### src/rtl/fbio_cmd_ctrl_if.sv
// fbio_cmd_ctrl_if: b2f/f2b link beats, status strobes and the AXI-Lite master bus of the command sequencer.
interface fbio_cmd_ctrl_if;
    logic        in_vld;
    logic [15:0] in_data;
    logic        out_vld;
    logic [15:0] out_data;
    logic        busy;
    logic        drop;
    logic [31:0] m_awaddr;
    logic        m_awvalid;
    logic        m_awready;
    logic [31:0] m_wdata;
    logic [3:0]  m_wstrb;
    logic        m_wvalid;
    logic        m_wready;
    logic [1:0]  m_bresp;
    logic        m_bvalid;
    logic        m_bready;
    logic [31:0] m_araddr;
    logic        m_arvalid;
    logic        m_arready;
    logic [31:0] m_rdata;
    logic [1:0]  m_rresp;
    logic        m_rvalid;
    logic        m_rready;

    modport master (
        input  in_vld, in_data, m_awready, m_wready, m_bresp, m_bvalid,
               m_arready, m_rdata, m_rresp, m_rvalid,
        output out_vld, out_data, busy, drop, m_awaddr, m_awvalid, m_wdata,
               m_wstrb, m_wvalid, m_bready, m_araddr, m_arvalid, m_rready
    );

    modport slave (
        output in_vld, in_data, m_awready, m_wready, m_bresp, m_bvalid,
               m_arready, m_rdata, m_rresp, m_rvalid,
        input  out_vld, out_data, busy, drop, m_awaddr, m_awvalid, m_wdata,
               m_wstrb, m_wvalid, m_bready, m_araddr, m_arvalid, m_rready
    );
endinterface

### src/rtl/fbio_cmd_ctrl.sv
// fbio_cmd_ctrl: frames b2f command packets into single-beat AXI-Lite accesses and returns f2b responses.
// Defining FBIO_CMD_TIMEOUT_EN aborts AXI transactions stalled for TIMEOUT_CYCLES with resp 2'b11.
module fbio_cmd_ctrl #(
    parameter logic [15:0] ATTR_WORD      = 16'h2110,
    parameter int          TIMEOUT_CYCLES = 1024
) (
    input logic             clk,
    input logic             rst,
    fbio_cmd_ctrl_if.master io
);
    localparam logic [15:0] OP_WR = 16'h0E06;
    localparam logic [15:0] OP_RD = 16'h0014;

    typedef enum logic [3:0] {
        IDLE, RX, CHECK, AXI_WR, AXI_B, AXI_AR, AXI_R, RSP, WAIT_IDLE
    } state_t;

    state_t      state_q, state_d;
    logic [3:0]  cnt_q, cnt_d;
    logic [15:0] beat_q [8];
    logic [15:0] beat_d [8];
    logic        aw_done_q, aw_done_d;
    logic        w_done_q, w_done_d;
    logic [15:0] hdr_q, hdr_d;
    logic [31:0] rdata_q, rdata_d;
    logic [1:0]  idx_q, idx_d;
    logic [1:0]  last_q, last_d;
    logic        in_vld_q, in_vld_d;
    logic        is_wr, is_rd, axi_st, tmo_hit, unused_bits;
    logic [3:0]  need, err;

    assign is_wr  = beat_q[0] == OP_WR;
    assign is_rd  = beat_q[0] == OP_RD;
    assign need   = is_wr ? 4'd7 : 4'd4;
    assign err    = !(is_wr || is_rd)        ? 4'd1 :
                    beat_q[1] != ATTR_WORD   ? 4'd2 :
                    cnt_q < need             ? 4'd3 :
                    cnt_q > need             ? 4'd4 : 4'd0;
    assign axi_st = state_q inside {AXI_WR, AXI_B, AXI_AR, AXI_R};

`ifdef FBIO_CMD_TIMEOUT_EN
    logic [15:0] tmo_q, tmo_d;

    // Runs from AXI_WR/AXI_AR entry and clears as soon as the state leaves the AXI phase.
    assign tmo_d   = axi_st ? tmo_q + 16'd1 : 16'd0;
    assign tmo_hit = axi_st && tmo_q == 16'(TIMEOUT_CYCLES - 1);

    always_ff @(posedge clk or posedge rst) begin
        if (rst) tmo_q <= '0;
        else     tmo_q <= tmo_d;
    end
`else
    assign tmo_hit = 1'b0;
`endif

    always_comb begin
        state_d   = state_q;
        cnt_d     = cnt_q;
        beat_d    = beat_q;
        aw_done_d = aw_done_q;
        w_done_d  = w_done_q;
        hdr_d     = hdr_q;
        rdata_d   = rdata_q;
        idx_d     = idx_q;
        last_d    = last_q;
        in_vld_d  = io.in_vld;
        unique case (state_q)
            IDLE: if (io.in_vld) begin
                beat_d    = '{default: '0};
                beat_d[0] = io.in_data;
                cnt_d     = 4'd1;
                state_d   = RX;
            end
            RX: if (io.in_vld) begin
                if (cnt_q < 4'd8) beat_d[cnt_q[2:0]] = io.in_data;
                cnt_d = (cnt_q == 4'd8) ? cnt_q : cnt_q + 4'd1;
            end else begin
                state_d = CHECK;
            end
            CHECK: begin
                aw_done_d = 1'b0;
                w_done_d  = 1'b0;
                hdr_d     = {8'h00, err, 4'hE};
                last_d    = 2'd0;
                state_d   = err != 4'd0 ? RSP : is_wr ? AXI_WR : AXI_AR;
            end
            AXI_WR: begin
                aw_done_d = aw_done_q || io.m_awready;
                w_done_d  = w_done_q || io.m_wready;
                if (aw_done_d && w_done_d) state_d = AXI_B;
            end
            AXI_B: if (io.m_bvalid) begin
                hdr_d   = {8'h00, 2'b00, io.m_bresp, 4'h7};
                last_d  = 2'd0;
                state_d = RSP;
            end
            AXI_AR: if (io.m_arready) state_d = AXI_R;
            AXI_R: if (io.m_rvalid) begin
                hdr_d   = {8'h00, 2'b00, io.m_rresp, 4'h5};
                rdata_d = io.m_rdata;
                last_d  = 2'd2;
                state_d = RSP;
            end
            RSP: begin
                idx_d   = (idx_q == last_q) ? 2'd0 : idx_q + 2'd1;
                state_d = (idx_q == last_q) ? WAIT_IDLE : RSP;
            end
            WAIT_IDLE: state_d = io.in_vld ? WAIT_IDLE : IDLE;
            default:   state_d = IDLE;
        endcase
        // A completion in the same cycle wins over the abort.
        if (tmo_hit && state_d != RSP) begin
            hdr_d   = {8'h00, 2'b00, 2'b11, (state_q inside {AXI_WR, AXI_B}) ? 4'h7 : 4'h5};
            rdata_d = '0;
            last_d  = (state_q inside {AXI_WR, AXI_B}) ? 2'd0 : 2'd2;
            state_d = RSP;
        end
    end

    always_ff @(posedge clk or posedge rst) begin
        if (rst) begin
            state_q   <= IDLE;
            cnt_q     <= '0;
            beat_q    <= '{default: '0};
            aw_done_q <= 1'b0;
            w_done_q  <= 1'b0;
            hdr_q     <= '0;
            rdata_q   <= '0;
            idx_q     <= '0;
            last_q    <= '0;
            in_vld_q  <= 1'b0;
        end else begin
            state_q   <= state_d;
            cnt_q     <= cnt_d;
            beat_q    <= beat_d;
            aw_done_q <= aw_done_d;
            w_done_q  <= w_done_d;
            hdr_q     <= hdr_d;
            rdata_q   <= rdata_d;
            idx_q     <= idx_d;
            last_q    <= last_d;
            in_vld_q  <= in_vld_d;
        end
    end

    assign io.busy      = !(state_q inside {IDLE, RX});
    assign io.drop      = io.busy && io.in_vld && !in_vld_q;
    assign io.m_awvalid = state_q == AXI_WR && !aw_done_q;
    assign io.m_wvalid  = state_q == AXI_WR && !w_done_q;
    assign io.m_bready  = state_q == AXI_B;
    assign io.m_arvalid = state_q == AXI_AR;
    assign io.m_rready  = state_q == AXI_R;
    assign io.m_awaddr  = {beat_q[3], beat_q[2]};
    assign io.m_araddr  = {beat_q[3], beat_q[2]};
    assign io.m_wdata   = {beat_q[6], beat_q[5]};
    assign io.m_wstrb   = beat_q[4][11:8];
    assign io.out_vld   = state_q == RSP;
    assign io.out_data  = !io.out_vld   ? 16'h0000 :
                          idx_q == 2'd0 ? hdr_q :
                          idx_q == 2'd1 ? rdata_q[15:0] : rdata_q[31:16];

    assign unused_bits = ^{beat_q[4][15:12], beat_q[4][7:0], beat_q[7], TIMEOUT_CYCLES};
endmodule

### src/flat_wrapper.sv
// flat-port wrapper written by rule: the top's interface ports become plain ports
module fbio_cmd_ctrl_flat 
#(
    parameter logic [15:0] ATTR_WORD      = 16'h2110,
    parameter int          TIMEOUT_CYCLES = 1024
)
  (clk, rst, io_in_vld, io_in_data, io_m_awready, io_m_wready, io_m_bresp, io_m_bvalid, io_m_arready, io_m_rdata, io_m_rresp, io_m_rvalid, io_out_vld, io_out_data, io_busy, io_drop, io_m_awaddr, io_m_awvalid, io_m_wdata, io_m_wstrb, io_m_wvalid, io_m_bready, io_m_araddr, io_m_arvalid, io_m_rready);
  fbio_cmd_ctrl_if io_i ();
  input logic clk;
  input logic rst;
  input wire logic [$bits(io_i.in_vld)-1:0] io_in_vld;
  input wire logic [$bits(io_i.in_data)-1:0] io_in_data;
  input wire logic [$bits(io_i.m_awready)-1:0] io_m_awready;
  input wire logic [$bits(io_i.m_wready)-1:0] io_m_wready;
  input wire logic [$bits(io_i.m_bresp)-1:0] io_m_bresp;
  input wire logic [$bits(io_i.m_bvalid)-1:0] io_m_bvalid;
  input wire logic [$bits(io_i.m_arready)-1:0] io_m_arready;
  input wire logic [$bits(io_i.m_rdata)-1:0] io_m_rdata;
  input wire logic [$bits(io_i.m_rresp)-1:0] io_m_rresp;
  input wire logic [$bits(io_i.m_rvalid)-1:0] io_m_rvalid;
  output wire logic [$bits(io_i.out_vld)-1:0] io_out_vld;
  output wire logic [$bits(io_i.out_data)-1:0] io_out_data;
  output wire logic [$bits(io_i.busy)-1:0] io_busy;
  output wire logic [$bits(io_i.drop)-1:0] io_drop;
  output wire logic [$bits(io_i.m_awaddr)-1:0] io_m_awaddr;
  output wire logic [$bits(io_i.m_awvalid)-1:0] io_m_awvalid;
  output wire logic [$bits(io_i.m_wdata)-1:0] io_m_wdata;
  output wire logic [$bits(io_i.m_wstrb)-1:0] io_m_wstrb;
  output wire logic [$bits(io_i.m_wvalid)-1:0] io_m_wvalid;
  output wire logic [$bits(io_i.m_bready)-1:0] io_m_bready;
  output wire logic [$bits(io_i.m_araddr)-1:0] io_m_araddr;
  output wire logic [$bits(io_i.m_arvalid)-1:0] io_m_arvalid;
  output wire logic [$bits(io_i.m_rready)-1:0] io_m_rready;
  assign io_i.in_vld = io_in_vld;
  assign io_i.in_data = io_in_data;
  assign io_i.m_awready = io_m_awready;
  assign io_i.m_wready = io_m_wready;
  assign io_i.m_bresp = io_m_bresp;
  assign io_i.m_bvalid = io_m_bvalid;
  assign io_i.m_arready = io_m_arready;
  assign io_i.m_rdata = io_m_rdata;
  assign io_i.m_rresp = io_m_rresp;
  assign io_i.m_rvalid = io_m_rvalid;
  assign io_out_vld = io_i.out_vld;
  assign io_out_data = io_i.out_data;
  assign io_busy = io_i.busy;
  assign io_drop = io_i.drop;
  assign io_m_awaddr = io_i.m_awaddr;
  assign io_m_awvalid = io_i.m_awvalid;
  assign io_m_wdata = io_i.m_wdata;
  assign io_m_wstrb = io_i.m_wstrb;
  assign io_m_wvalid = io_i.m_wvalid;
  assign io_m_bready = io_i.m_bready;
  assign io_m_araddr = io_i.m_araddr;
  assign io_m_arvalid = io_i.m_arvalid;
  assign io_m_rready = io_i.m_rready;
  fbio_cmd_ctrl #(.ATTR_WORD(ATTR_WORD), .TIMEOUT_CYCLES(TIMEOUT_CYCLES)) u_core (.clk(clk), .rst(rst), .io(io_i));
endmodule
### config.mk
export PLATFORM = sky130hd
export DESIGN_NAME = fbio_cmd_ctrl_flat
export DESIGN_NICKNAME = d
export VERILOG_FILES = /design/src/rtl/fbio_cmd_ctrl_if.sv /design/src/rtl/fbio_cmd_ctrl.sv /design/src/flat_wrapper.sv
export SDC_FILE = /design/constraint.sdc
export NUM_CORES = 1
export LEC_CHECK = 0
export CAP_MARGIN = 10
export CORE_MARGIN = 2
export CORE_UTILIZATION = 40
export DETAILED_ROUTE_END_ITERATION = 8
export PLACE_DENSITY = 0.7
export SYNTH_ARGS = -nofsm -noshare
export SYNTH_HDL_FRONTEND = slang
export SYNTH_SLANG_ARGS = --single-unit
### constraint.sdc
create_clock -name clk -period 5.3 [get_ports clk]
set_input_delay 1.06 -clock clk [delete_from_list [all_inputs] [get_ports clk]]
set_output_delay 1.06 -clock clk [all_outputs]
set_load 0.02 [all_outputs]
==> impl_metrics.csv <==
group,metric,value,unit
floorplanning,die_w,140,um
finish,final_util,0.511,
sta,post-route-period-util,0.747,
sta,rsz0062_at_grt,"no",
hold_path,hold_depth,1,
global_route,grt_pass1_wl,27.9,mm
synthesis,synth-edff-count,0,
clocking,ctsResizeCount,0,
floorplanning,dieArea,19600,sq um
clocking,cts.path.max_buffers,2,
global_route,antenna_found_initial,0,
worst_setup_path,critical_path_class,"flip-flop to output pin",
placed_design,gp_congestion,0.764,
clocking,numCtsBuffers,17,
worst_setup_path,cp_max_fo,18,
worst_setup_path,cp_common_cell,"nor2_1",
clocking,cts_root_buf,"clkbuf_16",
synthesis,yosysMostFrequentCell,"dfrtp_1",
sta,hold_ws,0.485,ns
synthesis,synth_largest_type_area_fraction,0.517,
worst_setup_path,critPathBufInv,2,
finish,finish.instance_area,9240,sq um
synthesis,synth-seq-cells,153,
finish,antennaDiodeCount,0,
floorplanning,core_area,18100,sq um
sta,worst_clock_skew,0.0109,ns
worst_setup_path,crit_arrival,2.90,ns
sta,timing.slew.headroom,0.210,
routing,vias,5207,
clocking,cts.sinks,153,
routing,first_pass_iters,9,
hold_path,hold_path_startpoint,"u_core.hdr_q[2]$_DFFE_PP0P_",
run_status,failed_checks,"DRC",
synthesis,synth.distinct_cells,59,
pwr,p_per_area,465,nW/um^2
global_route,grt_pass1_vias,5184,
placed_design,io_buffers,183,
floorplanning,die_height,140,um
placed_design,placed_cell_area,8610,sq um
synthesis,yosysSeqAreaShare,0.517,
clocking,clk_latency,0.42,ns
sta,setup-tns-final,0,ns
global_route,grt_max_degree,120,
routing,via_per_inst,5.61,
pwr,leakagePower,3.82,nW
worst_setup_path,path_cells,"inv_1 > ha_1 > mux2i_1 > nor2_1 > a21oi_1 > nor2_1 > clkdlybuf4s50_1",
floorplanning,initial_core_util,0.410,
worst_setup_path,cpMaxStageDelayCell,"ha_1",
synthesis,postSynthCellCount,616,
routing,wl_per_cell,18.5,um
worst_setup_path,crit_family,"adder cells",
sta,hold_violations,0,
synthesis,async_reset_ff_frac,1.00,
pwr,power,4.29,mW
synthesis,synthesis.nets,682,
synthesis,syn-cell-area,7410,sq um
synthesis,yosysWarnings,0,
finish,drive_gt1_frac,0.152,
sta,fmax,253,MHz
clocking,cts_tree,"built",
synthesis,synth_top_area_cell,"dfrtp_1",
synthesis,yosys_most_used_dff,"dfrtp_1",
hold_path,min_path_type,"flip-flop to flip-flop",
routing,drc,21,
worst_setup_path,cp-end-kind,"output pin",
synthesis,postSynthAreaPerCell,12.0,sq um
sta,worst_pin_slew,1.18,ns
routing,drtIter0Drc,334,
worst_setup_path,worst-path-stages,7,
worst_setup_path,start_kind,"flip-flop",
clocking,hold_buffers,0,
sta,min_period,3.96,ns
worst_setup_path,r2r-end,"u_core.state_q[1]$_DFFE_PP0P_",
worst_setup_path,r2r-start,"u_core.beat_q[115]$_DFFE_PP0P_",
flow_run,cap_violations,0,
clocking,clkSlewWorstSetupHoldPaths,0.06,ns
worst_setup_path,reg2reg_depth,9,
hold_path,hold_path_end,"u_core.hdr_q[2]$_DFFE_PP0P_",
run_status,outcome,"complete, but fails checks",
placed_design,dpl.hpwl,12.0,mm
clocking,h-tree-depth,4,
worst_setup_path,r2r_slack,2.57,ns
routing,wirelength,17.2,mm
worst_setup_path,cp_slowest_stage_delay,0.86,ns
global_route,grt_overflow,0,
finish,nets,752,
floorplanning,rows,49,
routing,antenna_left,0,
finish,area_growth,24.6,%
finish,fill_cells,1555,
pwr,vdd_drop_max,0.270,mV
synthesis,synthTopCellsByArea,"dfrtp_1, buf_4, a32o_1",
global_route,track_usage,0.179,
worst_setup_path,critPathRequiredTime,4.24,ns
sta,setup_viol,0,
sta,slew_violations,0,
synthesis,synth_common_cells,"dfrtp_1, buf_4, a32o_1",
clocking,postCtsSetupRepairBufs,0,
floorplanning,num_io_pins,184,
cell type report:
| cell class | instances | area [sq um] | area share |
|---|---|---|---|
| Clock inverter | 13 | 159 | 0.0172 |
| Sequential cell | 153 | 3830 | 0.414 |
| Timing Repair Buffer | 189 | 1880 | 0.204 |
| Clock buffer | 19 | 453 | 0.0490 |
| Inverter | 13 | 53.8 | 0.00582 |
| Multi-Input combinational cell | 312 | 2580 | 0.279 |
| Tap cell | 229 | 287 | 0.0310 |
per-layer routing:
| layer | GRT usage | routed length [um] | up-vias |
|---|---|---|---|
| met3 | 0.0516 | 1230 | 17 |
| met2 | 0.306 | 8370 | 215 |
| met4 | 0.0494 | 212 | 0 |
| li1 | - | - | 2334 |
| met5 | 0 | 0 | - |
| met1 | 0.222 | 7370 | 2641 |
state kept, by name, indices dropped and copies added (netlist names), 2 cells and up:
name,count
u_core.hdr_q,7
u_core.io.m_wstrb,4
u_core.state_q,4
u_core.rdata_q,32
u_core.cnt_q,4
u_core.beat_q,32
u_core.idx_q,2
u_core.io.m_wdata,32
u_core.io.m_araddr,32
where the power goes:
part	internal, mW	leakage, nW	switching [mW]	total [mW]
clock	0.733	0.300	0.507	1.24
combinational	0.642	1.52	0.706	1.35
sequential	1.46	1.99	0.244	1.71
through the flow:
| stage | setup slack, ns | cells |
|---|---|---|
| 6_report | 1.34 | 928 |
| 5_1_grt | 1.16 | 928 |
| 4_1_cts | 1.29 | 926 |
| 3_5_place_dp | 1.66 | 894 |
| 3_3_place_gp | 1.66 | 894 |
| 2_1_floorplan | 0.119 | 616 |
kinds of logic (layout without fill, tap and decap cells):
family                     Yosys count  count (layout)  share of synthesized area
AOI/OAI and AO/OA                  140             140                      0.164
xor gates and xnor gates             1               1                    0.00118
adders and majority gates            6               6                     0.0101
buffers and inverters              151             234                      0.137
DFF                                153             153                      0.517
muxes                               64              64                     0.0954
and+or+nand+nor                    101             101                     0.0761
how the worst max path moves through the flow:
| stage | startpoint | end | slack [ns] |
|---|---|---|---|
| 2_1_floorplan | rst | u_core.aw_done_q$_DFFE_PP0P_ | 0.12 |
| 3_3_place_gp | io_in_vld | io_drop | 1.66 |
| 3_5_place_dp | io_in_vld | io_drop | 1.66 |
| 4_1_cts | u_core.idx_q[1]$_DFFE_PP0P_ | io_out_data[0] | 1.29 |
| 5_1_grt | u_core.idx_q[1]$_DFFE_PP0P_ | io_out_data[4] | 1.16 |
| 6_report | u_core.idx_q[1]$_DFFE_PP0P_ | io_out_data[0] | 1.34 |
layout by cell type, fill, tap and decap left out, types with 4 or more instances in the layout:
cell type and n:
inv_1 10, ha_1 6, clkbuf_16 17, a22o_1 4, nor2_1 33, nor3_1 6
clkdlybuf4s50_1 183, o21ai_0 11, a21oi_1 13, a211oi_1 4, nand2_1 17, mux2_2 47
a32o_1 80, nor3_2 4, buf_4 5, a31oi_1 4, and3_1 5, nor4b_1 4
nor4_1 5, dfrtp_1 153, o21ai_1 5, clkinv_4 4, mux2i_1 14
(Power assumes the default switching activity.)
